## config.mk

```make
export PLATFORM = sky130hd
export DESIGN_NAME = imm_operand_pipe_flat
export DESIGN_NICKNAME = d
export VERILOG_FILES = /design/src/rtl/imm_operand_pipe_pkg.sv /design/src/rtl/imm_operand_pipe_if.sv /design/src/rtl/imm_operand_pipe_skid_buf.sv /design/src/rtl/imm_operand_pipe.sv /design/src/flat_wrapper.sv
export SDC_FILE = /design/constraint.sdc
export NUM_CORES = 1
export LEC_CHECK = 0
export ABC_CLOCK_PERIOD_IN_PS = 4200
export BUFFER_PORTS_ARGS = -buffer_cell sky130_fd_sc_hd__buf_2
export CAP_MARGIN = 10
export CELL_PAD_IN_SITES_DETAIL_PLACEMENT = 1
export CELL_PAD_IN_SITES_GLOBAL_PLACEMENT = 1
export CORE_MARGIN = 2
export CORE_UTILIZATION = 30
export CTS_CLUSTER_SIZE = 16
export DETAILED_ROUTE_END_ITERATION = 8
export PLACE_DENSITY_LB_ADDON = 0.1
export SYNTH_ARGS = -nofsm -noshare
export SYNTH_HDL_FRONTEND = slang
export SYNTH_SLANG_ARGS = --single-unit
```

## constraint.sdc

```tcl
create_clock -name clk -period 4.2 [get_ports clk]
set_clock_uncertainty 0.05 [all_clocks]
set_input_delay 0.84 -clock clk [delete_from_list [all_inputs] [get_ports clk]]
set_output_delay 0.84 -clock clk [all_outputs]
set_load 0.01 [all_outputs]
```

## src/rtl/imm_operand_pipe_pkg.sv

```systemverilog
`default_nettype none
// ============================================================================
//  Module   : imm_pkg
//  Brief    : Immediate type codes, opcode constants and the immediate former.
//  Revision : 1.0 - initial release
// ============================================================================
package imm_pkg;

    localparam logic [2:0] c_type_none    = 3'd0;
    localparam logic [2:0] c_type_itype   = 3'd1;
    localparam logic [2:0] c_type_stype   = 3'd2;
    localparam logic [2:0] c_type_sbtype  = 3'd3;
    localparam logic [2:0] c_type_utype   = 3'd4;
    localparam logic [2:0] c_type_ujtype  = 3'd5;
    localparam logic [2:0] c_type_csritype = 3'd6;
    localparam logic [2:0] c_type_illegal = 3'd7;

    localparam logic [6:0] c_op_imm    = 7'b0010011;
    localparam logic [6:0] c_op_load   = 7'b0000011;
    localparam logic [6:0] c_op_jalr   = 7'b1100111;
    localparam logic [6:0] c_op_store  = 7'b0100011;
    localparam logic [6:0] c_op_branch = 7'b1100011;
    localparam logic [6:0] c_op_lui    = 7'b0110111;
    localparam logic [6:0] c_op_auipc  = 7'b0010111;
    localparam logic [6:0] c_op_jal    = 7'b1101111;
    localparam logic [6:0] c_op_system = 7'b1110011;
    localparam logic [6:0] c_op_reg    = 7'b0110011;

    // instr holds bits [31:7] of the instruction, so In[k] is instr[k-7].
    // The result is {illegal, imm64}; for xlen 32 the upper word is cleared.
    function automatic logic [64:0] imm_form(input logic [24:0] instr,
                                             input logic [2:0]  typ,
                                             input int          xlen);
        logic [63:0] imm;
        logic        illegal;
        imm     = '0;
        illegal = 1'b0;
        case (typ)
            c_type_itype:    imm = {{52{instr[24]}}, instr[24:13]};
            c_type_stype:    imm = {{52{instr[24]}}, instr[24:18], instr[4:0]};
            c_type_sbtype:   imm = {{51{instr[24]}}, instr[24], instr[0],
                                    instr[23:18], instr[4:1], 1'b0};
            c_type_utype:    imm = {{32{instr[24]}}, instr[24:5], 12'b0};
            c_type_ujtype:   imm = {{43{instr[24]}}, instr[24], instr[12:5],
                                    instr[13], instr[23:14], 1'b0};
            c_type_csritype: imm = {59'b0, instr[12:8]};
            c_type_illegal:  illegal = 1'b1;
            default:         imm = '0;
        endcase
        if (xlen == 32) begin
            imm[63:32] = '0;
        end
        return {illegal, imm};
    endfunction

    function automatic logic [2:0] imm_decode(input logic [6:0] opcode,
                                              input logic       funct3_msb);
        logic [2:0] typ;
        case (opcode)
            c_op_imm, c_op_load, c_op_jalr: typ = c_type_itype;
            c_op_store:                     typ = c_type_stype;
            c_op_branch:                    typ = c_type_sbtype;
            c_op_lui, c_op_auipc:           typ = c_type_utype;
            c_op_jal:                       typ = c_type_ujtype;
            c_op_system:                    typ = funct3_msb ? c_type_csritype : c_type_itype;
            c_op_reg:                       typ = c_type_none;
            default:                        typ = c_type_illegal;
        endcase
        return typ;
    endfunction

endpackage
`default_nettype wire

```

## src/rtl/imm_operand_pipe_if.sv

```systemverilog
`default_nettype none
// ============================================================================
//  Module   : imm_operand_pipe_if
//  Brief    : Request/response handshake bundle of the immediate pipe.
//             Carries in_opcode only when IMM_AUTO_DECODE_EN is defined.
//  Revision : 1.0 - initial release
// ============================================================================
interface imm_operand_pipe_if #(
    parameter int XLEN  = 32,
    parameter int TAG_W = 5
);
    logic             in_valid;
    logic             in_ready;
    logic [24:0]      in_instr;
    logic [2:0]       in_type;
    logic [TAG_W-1:0] in_tag;
`ifdef IMM_AUTO_DECODE_EN
    logic [6:0]       in_opcode;
`endif
    logic             out_valid;
    logic             out_ready;
    logic [XLEN-1:0]  out_imm;
    logic [TAG_W-1:0] out_tag;
    logic             out_illegal;

    modport master (
        output in_valid, in_instr, in_type, in_tag, out_ready,
`ifdef IMM_AUTO_DECODE_EN
        output in_opcode,
`endif
        input  in_ready, out_valid, out_imm, out_tag, out_illegal
    );

    modport slave (
        input  in_valid, in_instr, in_type, in_tag, out_ready,
`ifdef IMM_AUTO_DECODE_EN
        input  in_opcode,
`endif
        output in_ready, out_valid, out_imm, out_tag, out_illegal
    );

endinterface
`default_nettype wire

```

## src/rtl/imm_operand_pipe_skid_buf.sv

```systemverilog
`default_nettype none
// ============================================================================
//  Module   : imm_skid_buf
//  Brief    : Generic 2-entry valid/ready elastic buffer (output + skid reg).
//  Revision : 1.0 - initial release
// ============================================================================
module imm_skid_buf #(
    parameter int WIDTH = 38
) (
    input  wire logic             clk,
    input  wire logic             rst,
    input  wire logic             i_flush,
    input  wire logic             i_valid,
    output logic                  o_ready,
    input  wire logic [WIDTH-1:0] i_data,
    output logic                  o_valid,
    input  wire logic             i_ready,
    output logic      [WIDTH-1:0] o_data
);

    logic             r_or_valid;
    logic             r_sk_valid;
    logic [WIDTH-1:0] r_or_data;
    logic [WIDTH-1:0] r_sk_data;
    logic             w_push;
    logic             w_pop;

    // Ready depends only on the skid register, never on the consumer.
    assign o_ready = !r_sk_valid;
    assign w_push  = i_valid && !r_sk_valid;
    assign w_pop   = r_or_valid && i_ready;

    always_ff @(posedge clk) begin
        if (rst) begin
            r_or_valid <= 1'b0;
            r_sk_valid <= 1'b0;
            r_or_data  <= '0;
            r_sk_data  <= '0;
        end else if (i_flush) begin
            r_or_valid <= 1'b0;
            r_sk_valid <= 1'b0;
        end else if (!r_or_valid || w_pop) begin
            if (r_sk_valid) begin
                r_or_valid <= 1'b1;
                r_or_data  <= r_sk_data;
                r_sk_valid <= 1'b0;
            end else begin
                r_or_valid <= w_push;
                if (w_push) begin
                    r_or_data <= i_data;
                end
            end
        end else if (w_push) begin
            r_sk_valid <= 1'b1;
            r_sk_data  <= i_data;
        end
    end

    assign o_valid = r_or_valid;
    assign o_data  = r_or_data;

endmodule
`default_nettype wire

```

## src/rtl/imm_operand_pipe.sv

```systemverilog
`default_nettype none
// ============================================================================
//  Module   : imm_operand_pipe
//  Brief    : Pipelined immediate generator with a 2-entry elastic output.
//             IMM_AUTO_DECODE_EN: derive the type from in_opcode.
//  Revision : 1.0 - initial release
// ============================================================================
module imm_operand_pipe
    import imm_pkg::*;
#(
    parameter int XLEN  = 32,
    parameter int TAG_W = 5
) (
    input  wire logic         clk,
    input  wire logic         rst,
    input  wire logic         flush,
    imm_operand_pipe_if.slave bus
);

    localparam int c_pay_w = XLEN + TAG_W + 1;

    generate
        if (XLEN != 32 && XLEN != 64) begin : g_bad_xlen
            $fatal(1, "imm_operand_pipe: XLEN must be 32 or 64");
        end
    endgenerate

    logic [2:0]         w_type;
    logic [64:0]        w_form;
    logic [XLEN-1:0]    w_imm;
    logic               w_illegal;
    logic [c_pay_w-1:0] w_in_data;
    logic [c_pay_w-1:0] w_out_data;

`ifdef IMM_AUTO_DECODE_EN
    // funct3[2] is In[14], i.e. bit 7 of the [31:7] field.
    assign w_type = imm_decode(bus.in_opcode, bus.in_instr[7]);
`else
    assign w_type = bus.in_type;
`endif

    assign w_form    = imm_form(bus.in_instr, w_type, XLEN);
    assign w_imm     = XLEN'(w_form);
    assign w_illegal = w_form[64];
    assign w_in_data = {w_illegal, bus.in_tag, w_imm};

    imm_skid_buf #(
        .WIDTH (c_pay_w)
    ) u_skid (
        .clk     (clk),
        .rst     (rst),
        .i_flush (flush),
        .i_valid (bus.in_valid),
        .o_ready (bus.in_ready),
        .i_data  (w_in_data),
        .o_valid (bus.out_valid),
        .i_ready (bus.out_ready),
        .o_data  (w_out_data)
    );

    assign {bus.out_illegal, bus.out_tag, bus.out_imm} = w_out_data;

endmodule
`default_nettype wire

```

## src/flat_wrapper.sv

```systemverilog
// flat-port wrapper written by rule: the top's interface ports become plain ports
module imm_operand_pipe_flat import imm_pkg::*;
#(
    parameter int XLEN  = 32,
    parameter int TAG_W = 5
)
  (clk, rst, flush, bus_in_valid, bus_in_instr, bus_in_type, bus_in_tag, bus_out_ready, bus_in_ready, bus_out_valid, bus_out_imm, bus_out_tag, bus_out_illegal);
  imm_operand_pipe_if #(.XLEN(XLEN), .TAG_W(TAG_W)) bus_i ();
  input  wire logic clk;
  input  wire logic rst;
  input  wire logic flush;
  input wire logic [$bits(bus_i.in_valid)-1:0] bus_in_valid;
  input wire logic [$bits(bus_i.in_instr)-1:0] bus_in_instr;
  input wire logic [$bits(bus_i.in_type)-1:0] bus_in_type;
  input wire logic [$bits(bus_i.in_tag)-1:0] bus_in_tag;
  input wire logic [$bits(bus_i.out_ready)-1:0] bus_out_ready;
  output wire logic [$bits(bus_i.in_ready)-1:0] bus_in_ready;
  output wire logic [$bits(bus_i.out_valid)-1:0] bus_out_valid;
  output wire logic [$bits(bus_i.out_imm)-1:0] bus_out_imm;
  output wire logic [$bits(bus_i.out_tag)-1:0] bus_out_tag;
  output wire logic [$bits(bus_i.out_illegal)-1:0] bus_out_illegal;
  assign bus_i.in_valid = bus_in_valid;
  assign bus_i.in_instr = bus_in_instr;
  assign bus_i.in_type = bus_in_type;
  assign bus_i.in_tag = bus_in_tag;
  assign bus_i.out_ready = bus_out_ready;
  assign bus_in_ready = bus_i.in_ready;
  assign bus_out_valid = bus_i.out_valid;
  assign bus_out_imm = bus_i.out_imm;
  assign bus_out_tag = bus_i.out_tag;
  assign bus_out_illegal = bus_i.out_illegal;
  imm_operand_pipe #(.XLEN(XLEN), .TAG_W(TAG_W)) u_core (.clk(clk), .rst(rst), .flush(flush), .bus(bus_i));
endmodule
```

Yosys cells after proc, flatten, opt, wreduce, memory -nomap -nowiden
Index checks and enable logic that the tools add are counted.
Widths: inputs -> output; s select.
{"block": "totals", "register_bits": 78, "elab_cells": 28, "out_inout_bits": 40, "inputBits": 38}
{"block": "op_classes", "n_reduce_logical": 10, "mux": 5, "bitwise": 2, "eq_ne": 7}
{"cell": "$pmux 32 s6", "n": 1}
{"cell": "$mux 38", "n": 2}
{"cell": "$eq 3x3->1 const B", "n": 4}
{"cell": "$eq 3x2->1 const B", "n": 2}
{"cell": "$reduce_and 3->1", "n": 2}
{"cell": "$eq 3x1->1 const B", "n": 1}
{"cell": "$reduce_or 3->1", "n": 1}
{"cell": "$logic_and 1x1->1", "n": 2}
{"cell": "$logic_not 1->1", "n": 2}
{"cell": "$mux 1", "n": 2}
{"cell": "$not 1->1", "n": 2}
{"cell": "$reduce_bool 2->1", "n": 1}
{"cell": "$reduce_or 2->1", "n": 1}
{"cell": "$logic_or 1x1->1", "n": 1}

Logic depth before layout (Yosys ltp)
{"block": "logic_depth", "depth_word": 4, "ltp_mapped": 6, "ltp_nobuf": 3}

Hierarchy
A second synthesis with hierarchy kept.
{"block": "unflattened", "hier_cells": 467, "hier_area_um2": 4260.3}
{"mod": "imm_skid_buf", "n_inst": 1, "cells_each": 390, "seq_area_each_um2": 1561.5, "area_each_um2": 3738.6}
{"mod": "imm_operand_pipe", "n_inst": 1, "cells_each": 77, "seq_area_each_um2": 0.0, "area_each_um2": 521.8}

Worst setup path before layout
No wires, ideal clock.
{"block": "synth_path", "path_type": "in2reg", "startpoint": "input bus_in_type[0]", "endpoint": "register u_core.u_skid.r_or_data[1], in the netlist u_core.u_skid.o_data[1]", "setup_time_ps": 135, "t_required_ps": 4015, "path_stages": 5, "arrival_time_ps": 1742, "setup_slack_ps": 2273, "n_path_buf": 2, "path_cell_list": "buf_2 > nor2b_1 > buf_2 > a222oi_1 > o221ai_1"}
{"block": "synth_between", "elab_chain_len": 4, "elab_cells_between_ends": 9, "cone_classes": "eq/ne: 6; mux: 3"}
{"item": "start: declaration", "line_no": "flat_wrapper.sv:14", "text": "input wire logic [$bits(bus_i.in_type)-1:0] bus_in_type;"}
{"item": "$eq 3x3->1 (tied with other cells)", "line_no": "imm_operand_pipe_pkg.sv:38", "text": "case (typ)"}
{"item": "$pmux 32 s6 (*)", "line_no": "imm_operand_pipe_pkg.sv:38"}
{"item": "$mux 38 (*)", "line_no": "imm_operand_pipe_skid_buf.sv:49", "text": "if (w_push) begin"}
{"item": "$mux 38 (*)", "line_no": "imm_operand_pipe_skid_buf.sv:43", "text": "if (r_sk_valid) begin"}
{"item": "end signal: assignment", "line_no": "imm_operand_pipe_skid_buf.sv:45", "text": "r_or_data <= r_sk_data;"}
{"item": "end signal: assignment", "line_no": "imm_operand_pipe_skid_buf.sv:50", "text": "r_or_data <= i_data;"}
{"item": "end: declaration", "line_no": "imm_operand_pipe_skid_buf.sv:23", "text": "logic [WIDTH-1:0] r_or_data;"}
Every way passes the cells marked *; elsewhere a longest branch is shown, timed or not. The select of a mux whose other input is x is not followed.
A chain may end at the register's enable or synchronous reset.

Worst setup path after layout
{"block": "layout_path", "startpoint": "register u_core.u_skid.r_sk_valid", "endpoint": "output bus_in_ready"}
{"block": "layout_between", "elab_chain_len": 1}
{"item": "start: declaration", "line_no": "imm_operand_pipe_skid_buf.sv:22", "text": "logic r_sk_valid;"}
{"item": "start signal: assignment", "line_no": "imm_operand_pipe_skid_buf.sv:36", "text": "r_sk_valid <= 1'b0;"}
{"item": "start signal: assignment", "line_no": "imm_operand_pipe_skid_buf.sv:41", "text": "r_sk_valid <= 1'b0;"}
{"item": "start signal: assignment", "line_no": "imm_operand_pipe_skid_buf.sv:46", "text": "r_sk_valid <= 1'b0;"}
{"item": "$logic_not 1->1", "line_no": "imm_operand_pipe_skid_buf.sv:29", "text": "assign o_ready = !r_sk_valid;"}
{"item": "end: declaration", "line_no": "flat_wrapper.sv:17", "text": "output wire logic [$bits(bus_i.in_ready)-1:0] bus_in_ready;"}
Every way passes these cells.

==> summary.log <==
INFO  grt            grt_first_pass_wirelength=23900um
INFO  floorplanning  design.portCount=78
INFO  synth          net_count_of_the_mapped_netlist=505
INFO  synth          syn-instance-count=467
INFO  critical_path  first_element_of_the_critical_path=u_core.u_skid.r_sk_valid$_SDFFE_PP0P_
INFO  grt            grt.total_usage=0.213
INFO  grt            grtUsageMet2=0.333
INFO  grt            grt_remaining_overflow=0
INFO  placement      globalplace.congestion=0.756
INFO  power          power.ir.vdd_worst=0.000159V
INFO  critical_path  cpPeakStageDelay=0.62ns
INFO  critical_path  worstSetupPathDepth=2
INFO  synth          ys_seq_elements=78
INFO  power          pwr-share-seq=0.457
INFO  routing        vias=4036
INFO  synth          synth.area.top_cells=sky130_fd_sc_hd__dfxtp_1, sky130_fd_sc_hd__a211oi_1, sky130_fd_sc_hd__a21oi_1
INFO  floorplanning  placeableCoreArea=0.0133mm2
INFO  critical_path  cp.arrival=1.65ns
INFO  floorplanning  die_h=121um
INFO  sta            slew_worst_pin=1.13ns
INFO  sta            tns=0ns
INFO  floorplanning  row_count=42
INFO  cells_and_area nNetsFinal=538
INFO  clocking       clockBufferDepth=2
INFO  routing        vias_per_cell=5.98
INFO  worst_hold_path min-delay-path-class=flop to flop
INFO  clocking       cts.sinks=78
INFO  clocking       cts-buffers-inserted=9
INFO  critical_path  crit_path_max_fanout=28
INFO  sta            final.period_utilization=0.605
INFO  routing        detailed_route_drc_error_count=0
INFO  job            drv_cap=0
INFO  clocking       cts_setup_buffers=0
INFO  critical_path  regToRegStartpoint=u_core.u_skid.r_sk_valid$_SDFFE_PP0P_
INFO  critical_path  cp_data_required_time=3.31ns
INFO  sta            finalHoldViolations=0
INFO  clocking       cts_repair_resize_count=0
INFO  power          clockPowerShare=0.407
INFO  grt            global_route.usage.met3=0.0310
INFO  power          cellInternalPower=0.00124W
INFO  critical_path  critical_path.startpoint_type=flop
INFO  critical_path  criticalPathCategory=flop to primary output
INFO  power          p_per_area=360mW/mm2
INFO  grt            grt-busiest-layer=met2
INFO  cells_and_area commonest_cells_after_routing_fill_and_taps_aside=sky130_fd_sc_hd__dfxtp_1, sky130_fd_sc_hd__buf_2, sky130_fd_sc_hd__a211oi_1, sky130_fd_sc_hd__a21oi_1, sky130_fd_sc_hd__nor2_1
INFO  clocking       cts_tree=built
INFO  grt            routing_usage_on_met1=0.292
INFO  sta            max_slew_margin=0.248
INFO  clocking       cts_max_level=3
INFO  sta            timing.hold.ws=0.420ns
INFO  synth          synth_top_area_share=0.380
INFO  placement      io_buffer_count=77
INFO  cells_and_area layout.filler_cells=1562
INFO  sta            maxSlewViolCount=0
INFO  grt            grt_start_max_net_pins=53
INFO  power          p_leak=1.71nW
INFO  synth          yosysTopAreaCell=sky130_fd_sc_hd__dfxtp_1
INFO  power          combinationalPowerShare=0.136
INFO  grt            grt_pass1_vias=4073
INFO  clocking       cts-root-buf=sky130_fd_sc_hd__clkbuf_16
INFO  power          power_switching_share=0.270
INFO  sta            fmax=393MHz
INFO  floorplanning  die_width=121um
INFO  placement      place_ws=1.41ns
INFO  cells_and_area antenna_cells_inserted=0
INFO  clocking       clk_latency=0.34ns
INFO  floorplanning  die_area=0.0147mm2
INFO  synth          synth-seq-area-share=0.380
INFO  placement      hpwlAfterDp=8960um
INFO  synth          syn_avg_cell_area=8.80um2
INFO  critical_path  crit_path_end=bus_in_ready
INFO  cells_and_area finalCoreUtilization=0.354
INFO  critical_path  worst-r2r-setup-slack=1.73ns
INFO  cells_and_area layout_commonest_cell=sky130_fd_sc_hd__dfxtp_1
INFO  routing        drt_first_pass_iters=5
INFO  synth          asyncSetResetFlopFracSynth=0
INFO  grt            grt_antenna_before_repair=0
INFO  outcome        outcome=complete, no violations
INFO  routing        total_routed_wirelength=15200um
INFO  synth          synth.yosys.warnings=0
INFO  floorplanning  initial_core_util=0.309
INFO  sta            postLayoutSetupSlackWorst=1.66ns
INFO  routing        antenna_violating_nets_post_route=0
INFO  critical_path  critical_path.cell_chain=inv_2 > buf_2
INFO  sta            unrepaired_setup_endpoints_after_global_routing=no
INFO  synth          post_synth_instance_area=0.00411mm2
INFO  worst_hold_path timing.hold.worst_path_depth=2
INFO  routing        post_drt_wl_per_cell=22.5um
INFO  cells_and_area layout-drive-gt1-share=0.230
INFO  critical_path  timing.critical_path.max_delay_family=buffers and inverters
INFO  critical_path  critPathSlowestCell=sky130_fd_sc_hd__dfxtp_1
INFO  clocking       post_cts_hold_buffer_count=0
INFO  synth          yosys.cell_types.count=47
INFO  critical_path  r2r_cells=6
INFO  sta            setup_violations=0
INFO  clocking       post_cts_clock_slew_at_the_launch_and_capture_registers_of_the_worst_setup_and_hold_paths=0.06ns
INFO  critical_path  worst_setup_path_end_kind=primary output
INFO  sta            min_period=2.54ns
INFO  power          power.switching=0.000458W
INFO  cells_and_area layout-area-overhead-vs-synth=14.6%
INFO  critical_path  worst_r2r_dst=u_core.u_skid.o_data[3]$_SDFFE_PP0P_
INFO  synth          synth_enable_flop_cells=0
INFO  routing        drt_iter0_drc=273
INFO  synth          synth_top_flop_cell=sky130_fd_sc_hd__dfxtp_1
INFO  critical_path  worst-path-buf-inv=2
metrics by stage:
stage	total power [W]	instances	area, um2
floorplan	0.000936	467	4110
global placement	0.00102	665	4470
detailed placement	0.00102	665	4470
CTS	0.00171	675	4710
global route	0.00178	675	4710
finish	0.00170	675	4710
Yosys cell counts, drive strengths merged, types with 2 or more instances:
cell and count:
a211oi 46, a21oi 46, a221oi 6, a222oi 4, a311oi 2, a31oi 7, and2 4, and3b 16
and4bb 11, buf 37, clkbuf 29, dfxtp 78, inv 10, mux2 2, mux2i 5, nand2 9
nand2b 5, nand3 8, nand4 8, nor2 22, nor2b 5, nor3 12, nor4 12, nor4bb 2
o2111ai 6, o211ai 6, o21ai 13, o221ai 6, o311ai 19, o41ai 19, or2 2, or2b 3
worst min-delay path: stages (launching register included):
cell,delay [ns]
sky130_fd_sc_hd__dfxtp_1,0.30
sky130_fd_sc_hd__inv_1,0.05
sky130_fd_sc_hd__a221oi_1,0.06
state kept, by name (all words and copies together), names as in the netlist:
signal and count:
u_core.u_skid.o_data 38, u_core.u_skid.o_valid 1, u_core.u_skid.r_sk_data 38, u_core.u_skid.r_sk_valid 1
area by class of cell:
cell class | count | area [um2] | area share
clock buffers | 10 | 239 | 0.0507
well taps | 176 | 220 | 0.0468
flip-flops and latches | 78 | 1560 | 0.332
repair buffers | 88 | 468 | 0.0994
multi-input cells | 313 | 2180 | 0.464
inverters | 10 | 37.5 | 0.00797
power by group through the flow:
stage	Combinational [W]	Clock (W)	Sequential (W)
6_report	0.000230	0.000691	0.000775
5_1_grt	0.000250	0.000752	0.000778
2_1_floorplan	0.000139	0	0.000798
3_5_place_dp	0.000230	0	0.000791
4_1_cts	0.000231	0.000707	0.000776
3_3_place_gp	0.000229	0	0.000791
routing by layer:
metal,part of all wire,vias up
met5,0,-
met4,0.022,0
met3,0.031,19
met2,0.47,88
met1,0.48,2031
li1,-,1898
cells by family after synthesis:
family | count (synthesis) | synth area share
AOI/OAI and AO/OA | 182 | 0.315
buffers and inverters | 76 | 0.0889
DFF | 78 | 0.380
muxes | 7 | 0.0177
and+or+nand+nor | 124 | 0.199
worst min path at each step:
stage                                                   from                                       end  slack, ns
floorplan           u_core.u_skid.r_sk_data[10]$_SDFFE_PP0P_  u_core.u_skid.r_sk_data[10]$_SDFFE_PP0P_       0.39
finish                  u_core.u_skid.o_data[7]$_SDFFE_PP0P_      u_core.u_skid.o_data[7]$_SDFFE_PP0P_       0.42
CTS                  u_core.u_skid.r_sk_data[7]$_SDFFE_PP0P_   u_core.u_skid.r_sk_data[7]$_SDFFE_PP0P_       0.43
detailed placement   u_core.u_skid.r_sk_data[9]$_SDFFE_PP0P_   u_core.u_skid.r_sk_data[9]$_SDFFE_PP0P_       0.42
global route            u_core.u_skid.o_data[9]$_SDFFE_PP0P_      u_core.u_skid.o_data[9]$_SDFFE_PP0P_       0.44
global placement     u_core.u_skid.r_sk_data[7]$_SDFFE_PP0P_   u_core.u_skid.r_sk_data[7]$_SDFFE_PP0P_       0.41
No activity file was read; power rests on OpenSTA's default activity.
